File: src/rtl/cv_mem_mapper.sv
// rtl/cv_mem_mapper.sv - windowed Z80 memory/bank mapper with I/O config and hotspot paging
module cv_mem_mapper #(
   parameter int                          WIN_BITS  = 2,
   parameter int                          SRC_W     = 2,
   parameter int                          PAGE_W    = 6,
   parameter logic [7:0]                  CFG_BASE  = 8'h70,
   parameter int                          HOT_WIN   = 3,
   parameter bit                          HOT_EN    = 1'b1,
   parameter logic [8*(2**WIN_BITS)-1:0]  RESET_MAP = '0
) (
   input  logic                    clk_i,
   input  logic                    reset_i,
   input  logic [15:0]             a_i,
   input  logic [7:0]              d_i,
   input  logic                    iorq_n_i,
   input  logic                    mreq_n_i,
   input  logic                    rd_n_i,
   input  logic                    wr_n_i,
   input  logic                    rfsh_n_i,
   input  logic [PAGE_W-1:0]       page_mask_i,
   output logic [2**SRC_W-1:0]     src_ce_n_o,
   output logic [PAGE_W-1:0]       page_o,
   output logic [WIN_BITS-1:0]     win_o,
   output logic [7:0]              cfg_rd_data_o,
   output logic                    cfg_rd_en_o
);

   localparam int                  NWIN    = 2**WIN_BITS;
   localparam int                  PG_LO   = SRC_W;
   localparam int                  PG_HI   = SRC_W + PAGE_W - 1;
   localparam logic [WIN_BITS-1:0] HOT_IDX = HOT_WIN[WIN_BITS-1:0];

   logic [7:0]          cfg [NWIN];
   logic [WIN_BITS-1:0] win;
   logic [WIN_BITS-1:0] cfg_idx;
   logic [SRC_W-1:0]    cur_src;
   logic                port_hit;
   logic                iows;
   logic                iows_d;
   logic                iors;
   logic                iow_edge;
   logic                hs_edge;
   logic [PAGE_W-1:0]   hs_page;

   assign win      = a_i[15:16-WIN_BITS];
   assign cfg_idx  = a_i[WIN_BITS-1:0];
   assign cur_src  = cfg[win][SRC_W-1:0];
   assign win_o    = win;
   assign page_o   = cfg[win][PG_HI:PG_LO];

   assign port_hit = (a_i[7:WIN_BITS] == CFG_BASE[7:WIN_BITS]);
   assign iows     = ~iorq_n_i & mreq_n_i & rfsh_n_i & ~wr_n_i & port_hit;
   assign iors     = ~iorq_n_i & ~rd_n_i & port_hit;
   assign iow_edge = iows & ~iows_d;

   // Hotspot page offset: bank bits come from a_i[5:0]; wider page fields are zero-extended.
   for (genvar b = 0; b < PAGE_W; b++) begin : g_hs_page
      if (b < 6) begin : g_addr_bit
         assign hs_page[b] = a_i[b] & page_mask_i[b];
      end else begin : g_zero_bit
         assign hs_page[b] = 1'b0;
      end
   end

   if (HOT_EN) begin : g_hot
      logic hs;
      logic hs_d;

      assign hs      = ~mreq_n_i & rfsh_n_i & ~rd_n_i & (&a_i[15:6]);
      assign hs_edge = hs & ~hs_d;

      always_ff @(posedge clk_i) begin
         if (reset_i) begin
            hs_d <= 1'b0;
         end else begin
            hs_d <= hs;
         end
      end
   end else begin : g_no_hot
      assign hs_edge = 1'b0;
   end

   // A held I/O write updates once; it also overrides any coincident hotspot edge.
   always_ff @(posedge clk_i) begin
      if (reset_i) begin
         iows_d <= 1'b0;
         for (int i = 0; i < NWIN; i++) begin
            cfg[i] <= RESET_MAP[8*i +: 8];
         end
      end else begin
         iows_d <= iows;
         if (iow_edge) begin
            cfg[cfg_idx] <= d_i;
         end else if (hs_edge) begin
            cfg[HOT_IDX][PG_HI:PG_LO] <= hs_page;
         end
      end
   end

   always_comb begin
      src_ce_n_o = '1;
      if (!reset_i && !mreq_n_i && rfsh_n_i) begin
         src_ce_n_o[cur_src] = 1'b0;
      end
   end

   always_comb begin
      cfg_rd_en_o   = 1'b0;
      cfg_rd_data_o = 8'h00;
      if (!reset_i && iors) begin
         cfg_rd_en_o   = 1'b1;
         cfg_rd_data_o = cfg[cfg_idx];
      end
   end

endmodule
File: config.mk
export PLATFORM = sky130hd
export DESIGN_NAME = cv_mem_mapper
export DESIGN_NICKNAME = d
export VERILOG_FILES = /design/src/rtl/cv_mem_mapper.sv
export SDC_FILE = /design/constraint.sdc
export NUM_CORES = 1
export LEC_CHECK = 0
export CAP_MARGIN = 30
export CORE_ASPECT_RATIO = 1.75
export CORE_MARGIN = 5
export CORE_UTILIZATION = 30
export DETAILED_ROUTE_END_ITERATION = 10
export HOLD_SLACK_MARGIN = 0.1
export PLACE_DENSITY = 0.65
export SLEW_MARGIN = 20
export SYNTH_ARGS = -nofsm -noshare
export SYNTH_HDL_FRONTEND = slang
export SYNTH_SLANG_ARGS = --single-unit
File: constraint.sdc
create_clock -name clk_i -period 4.4 [get_ports clk_i]
set_clock_uncertainty 0.1 [all_clocks]
set_input_delay 1.32 -clock clk_i [delete_from_list [all_inputs] [get_ports clk_i]]
set_output_delay 1.32 -clock clk_i [all_outputs]
set_load 0.02 [all_outputs]
# Yosys cells after proc, flatten, opt, wreduce, memory -nomap -nowiden
# Memories as Yosys holds them, arrays and structs flattened.
# Cells that the tools add are included.
# classes
order_cmp	2
eq_ne	1
muxes	18
bitwise	25
reduce_logical	8
# op_table
op	n
1-bit bitwise AND	17
8-bit 2-to-1 mux	2
1-bit 2-to-1 mux	12
10-bit AND reduction	1
8-bit OR reduction	1
6-bit by 5-bit == test with 1-bit output (second input constant)	1
6-bit 2-to-1 mux	1
1-bit inverter	6
1-bit logical AND	4
4-bit 2-to-1 mux	1
4-bit inverter	1
2-bit by 3-bit less-than comparator with 1-bit output (second input constant)	1
1-bit demux with 2-bit select	1
2-bit by 1-bit >= comparator with 1-bit output (second input constant)	1
1-bit logical NOT	2
2-bit 2-to-1 mux	1
1-bit OR	1
# totals
ff_bits	2
ramBits	32
inputBits	37
out_inout_bits	21
n_memories	1
# memory_table
memory	words	width	rd	rd_clocked_by_memory_dff	wr	line_no	source
cfg	4	8	2	0	4	33	logic [7:0] cfg [NWIN];

# Longest topological paths before layout
# Gate-level depths: netlist of run 1.
# logic_depth
depth_word	11
depth_mapped	5
mapped_depth_nobuf	4

# Worst setup path after synthesis of run 1
# No wires, ideal clock.
# synth_path
path_type	in2out
start	input port a_i[7]
end	output port cfg_rd_data_o[0]
t_arrival_ns	2.900
slack_ns	0.080
stages	5
path_buffers	1
cell_sequence	or4b_4 or3_1 or2_0 buf_2 nor2b_1
# synth_via
elab_chain_len	4
# synth_rtl
item	line_no	source
start, declared	13	input logic [15:0] a_i,
6-bit by 5-bit == test with 1-bit output	51	assign port_hit = (a_i[7:WIN_BITS] == CFG_BASE[7:WIN_BITS]);
1-bit bitwise AND	53	assign iors = ~iorq_n_i & ~rd_n_i & port_hit;
1-bit logical AND	110	if (!reset_i && iors) begin
8-bit 2-to-1 mux	110	
end, declared	24	output logic [7:0] cfg_rd_data_o,
# Every way passes these cells.

# Worst setup path after layout of run 1
# layout_path
start	input port a_i[2]
end	output port cfg_rd_data_o[2]
# The elaborated chain is that of the path after synthesis.

==> metrics.md, run 1 <==
| Metric | Value |
|---|---|
| Clk pin slew, worst setup/hold paths | 0.05 ns |
| Commonest non-fill, non-tap cells in the layout | edfxtp_1, clkdlybuf4s50_1, buf_4 |
| Root Buffer | clkbuf_16 |
| Psw | ~0.18 mW |
| Leak | around 1.0 nW |
| Starting density of the core | 30.4% |
| Setup crit end kind | primary output |
| Clk buf depth | 2 |
| Hold_ws | between 0.7 and 0.8 ns |
| Synth unique cells | 30 |
| Logic gate share of total power | 15.2% |
| DR pass1 iterations | 4 |
| Row cnt | 39 |
| Max_slew headroom | 52.3% |
| Worst Setup Slack, final | 0.0376 ns |
| P&R area growth vs syn | 46.2% |
| Measured slew at the worst slew-check pin | 0.716 ns |
| Hold path depth | 3 |
| Post-Syn Area | 0.00196 mm2 |
| Async SR Flop Fraction | 0% |
| Syn Nets | 182 |
| Part of the cycle the worst path needs | 99.1% |
| Chip Height | about 120 um |
| Final Hold Vio Count | 0 |
| WL/cell | 16.7 um |
| Flop2flop setup slack | 2.28 ns |
| Post-Route WL | 5000 um |
| Port bufs | 57 |
| Final nets | ~260 |
| Initial antenna violation count | 0 |
| Max_cap viols | 0 |
| Die width | 71.1 um |
| DR vias/cell | 4.80 |
| Number of global-route vias before repair | 1524 |
| Crit Path Class | primary input to primary output |
| Fmax | around 230 MHz |
| Area of the multi-input gates | about 910 um2 |
| Clk Latency, worst-skew pair | between 0.2 and 0.3 ns |
| Register area | roughly 0.0010 mm2 |
| Post-route insts no fill | 300 |
| Sequential fraction of the synthesis area | slightly above 50% |
| Post-synth EDFFs | 32 |
| Clock Power Share | 39.3% |
| Filler Cell Count | around 600 |
| Largest net degree at the start of global routing | 17 |
| Cts-stage hold buffer count | 0 |
| Routed Antenna Nets | 0 |
| First-pass GRT wire length | between 7000 and 8000 um |
| Net Sw Frac | a little over a fifth |
| Placer's final routability congestion estimate | 0.784 |
| Hold Crit Class | flip-flop to flip-flop |
| Outcome | finished, final reports clean |
| Startpoint Class | primary input |
| Residual DRC | 0 |
| Yosys warns | 0 |
| Worst VDD drop | 0.242 mV |
| Total GRT Usage | 12.7% |
| Reg power frac | 45.5% |
| Vias | 1439 |
| CP required | 2.98 ns |
| Setup-failing EPs final | 0 |
| CTS tree | done |
| Total core area | about 0.0064 mm2 |
| Remaining Overflow, GRT | 0 |
| Worst R2R End | cfg[2][4] |
| Worst Path Max Fanout | 5 |
| Syn Area/Cell | 13.5 um2 |
| # diodes | 0 |
| Hold Path Sink | cfg[3][4] |
| Die footprint | 0.00830 mm2 |
| Reg2reg start | g_hot.hs_d |
| Top-Level Pins | 58 |
| Hpwl dp | between 4000 and 5000 um |
| FF-to-FF path depth | 4 |
| RSZ-0062 raised after global routing | yes |
| Layout cells sized above 1 | between 20% and 30% |
| Final core occ | between 40% and 50% |
| Min-delay src | g_hot.hs_d |
| Internal | 0.648 mW |
| DRT iter0 DRCs | 16 |
| H-tree lvl count | 2 |
| CTS Buf Count | 5 |
| Clock Sinks | 34 |
| Pwr dens | 288 mW/mm2 |
| Synth Register Bits | 34 |
| Mapped Cells | 145 |
| Dpl ws | -0.822 ns |
| Minimum clock period | 4.36 ns |
| Setup tns final | 0 ns |
| Final Slew Violations | 0 |
| Arr. time, crit path | between 2 and 3 ns |
| Ys flop type | edfxtp_1 |
| Post-placement cell count | 291 |
[timing repair]
item | CTS | global route
pin swaps | 4 | 1
gates cloned | 1 | 0
setup endpoints to repair | 19 | 8
setup buffers | 0 | 1
gates resized for setup | 77 | 6
[logic make-up (layout without fill, tap and decap cells)]
| logic type | count (synthesis) | in the layout | share of synthesized area, % |
|---|---|---|---|
| muxes | 16 | 16 | 18.4 |
| buffers and inverters | 14 | 87 | 3.26 |
| and+or+nand+nor | 73 | 73 | 23.7 |
| DFF | 34 | 34 | 51.2 |
| AOI/OAI and AO/OA | 8 | 8 | 3.52 |
[area by class of cell]
class | instances | area share [%]
clock inverter | 2 | 0.350
multi-input combinational | 97 | 31.8
clock buffer | 5 | 4.37
tap | 82 | 3.59
inverter | 4 | 0.525
sequential | 34 | 35.0
timing repair buffer | 76 | 24.4
[through the flow]
stage	cell area [um2]	power (mW)
global route	2860	0.856
floorplan	1960	0.439
global placement	2730	0.512
detailed placement	2730	0.514
CTS	2840	0.833
finish	2860	0.826
[power groups by stage]
stage | Clock, mW | Sequential, mW | Combinational [mW]
detailed placement | 0 | 0.382 | 0.132
floorplan | 0 | 0.379 | 0.0604
CTS | 0.330 | 0.376 | 0.127
finish | 0.325 | 0.376 | 0.125
global route | 0.345 | 0.377 | 0.134
global placement | 0 | 0.380 | 0.131
[layer usage]
metal  track usage [%]  share of wire [%]  vias to the layer above
met4              6.65                2.7                        0
met1              11.8                 33                      683
li1                  -                  -                      699
met3              2.48                5.6                        8
met2              25.4                 59                       49
met5                 0                  0                        -
[cells in the mapped netlist, types with 2 or more instances]
master | number | area share [%]
a32oi_1 | 3 | 1.3
nor2b_1 | 8 | 2.6
edfxtp_1 | 32 | 49
nand3b_1 | 5 | 1.9
nor2_1 | 13 | 2.5
dfxtp_1 | 2 | 2.0
nand2b_1 | 8 | 2.6
clkbuf_1 | 5 | 0.96
buf_4 | 2 | 0.77
nor3_1 | 4 | 1.0
nand2_1 | 3 | 0.58
nand4_1 | 2 | 0.64
and3b_1 | 2 | 0.90
and2_1 | 18 | 5.8
a32o_1 | 3 | 1.5
mux4_2 | 16 | 18
buf_2 | 3 | 0.77
inv_1 | 4 | 0.77
[flip-flops by register name, summed over array words and instances, names as in the netlist]
name / cells
cfg: 32
g_hot.hs_d: 1
iows_d: 1
[how the worst max path moves through the flow]
| stage | startpoint | endpoint | slack, ns | cells past startpoint |
|---|---|---|---|---|
| final | a_i[2] | cfg_rd_data_o[2] | 0.04 | 7 |
| after detailed placement | a_i[7] | cfg_rd_data_o[3] | -0.82 | 7 |
| after global routing | a_i[2] | cfg_rd_data_o[6] | -0.01 | 7 |
| after global placement | a_i[7] | cfg_rd_data_o[2] | -0.79 | 7 |
| after CTS | a_i[2] | cfg_rd_data_o[3] | 0.001 | 7 |
| after floorplan | a_i[7] | cfg_rd_data_o[0] | 0.08 | 5 |
[critical path, cell delays in order]
cell,delay [ns]
buf_6,0.09
or4b_4,0.52
or3_4,0.34
or2_4,0.26
buf_6,0.14
nor2b_1,0.11
buf_4,0.15
Note: power is estimated with default switching activity, not from simulation.
==> run 2: changes to the inputs <==
GPL_ROUTABILITY_DRIVEN = 0   (was not set)
==> results of run 2 <==
No change in the layout: final DEF, timing and power equal those of run 1.
==> run 3: changes to the inputs <==
CTS_CLUSTER_SIZE = 40   (was not set)
==> results of run 3 <==
No change in the layout: final DEF, timing and power equal those of run 1.
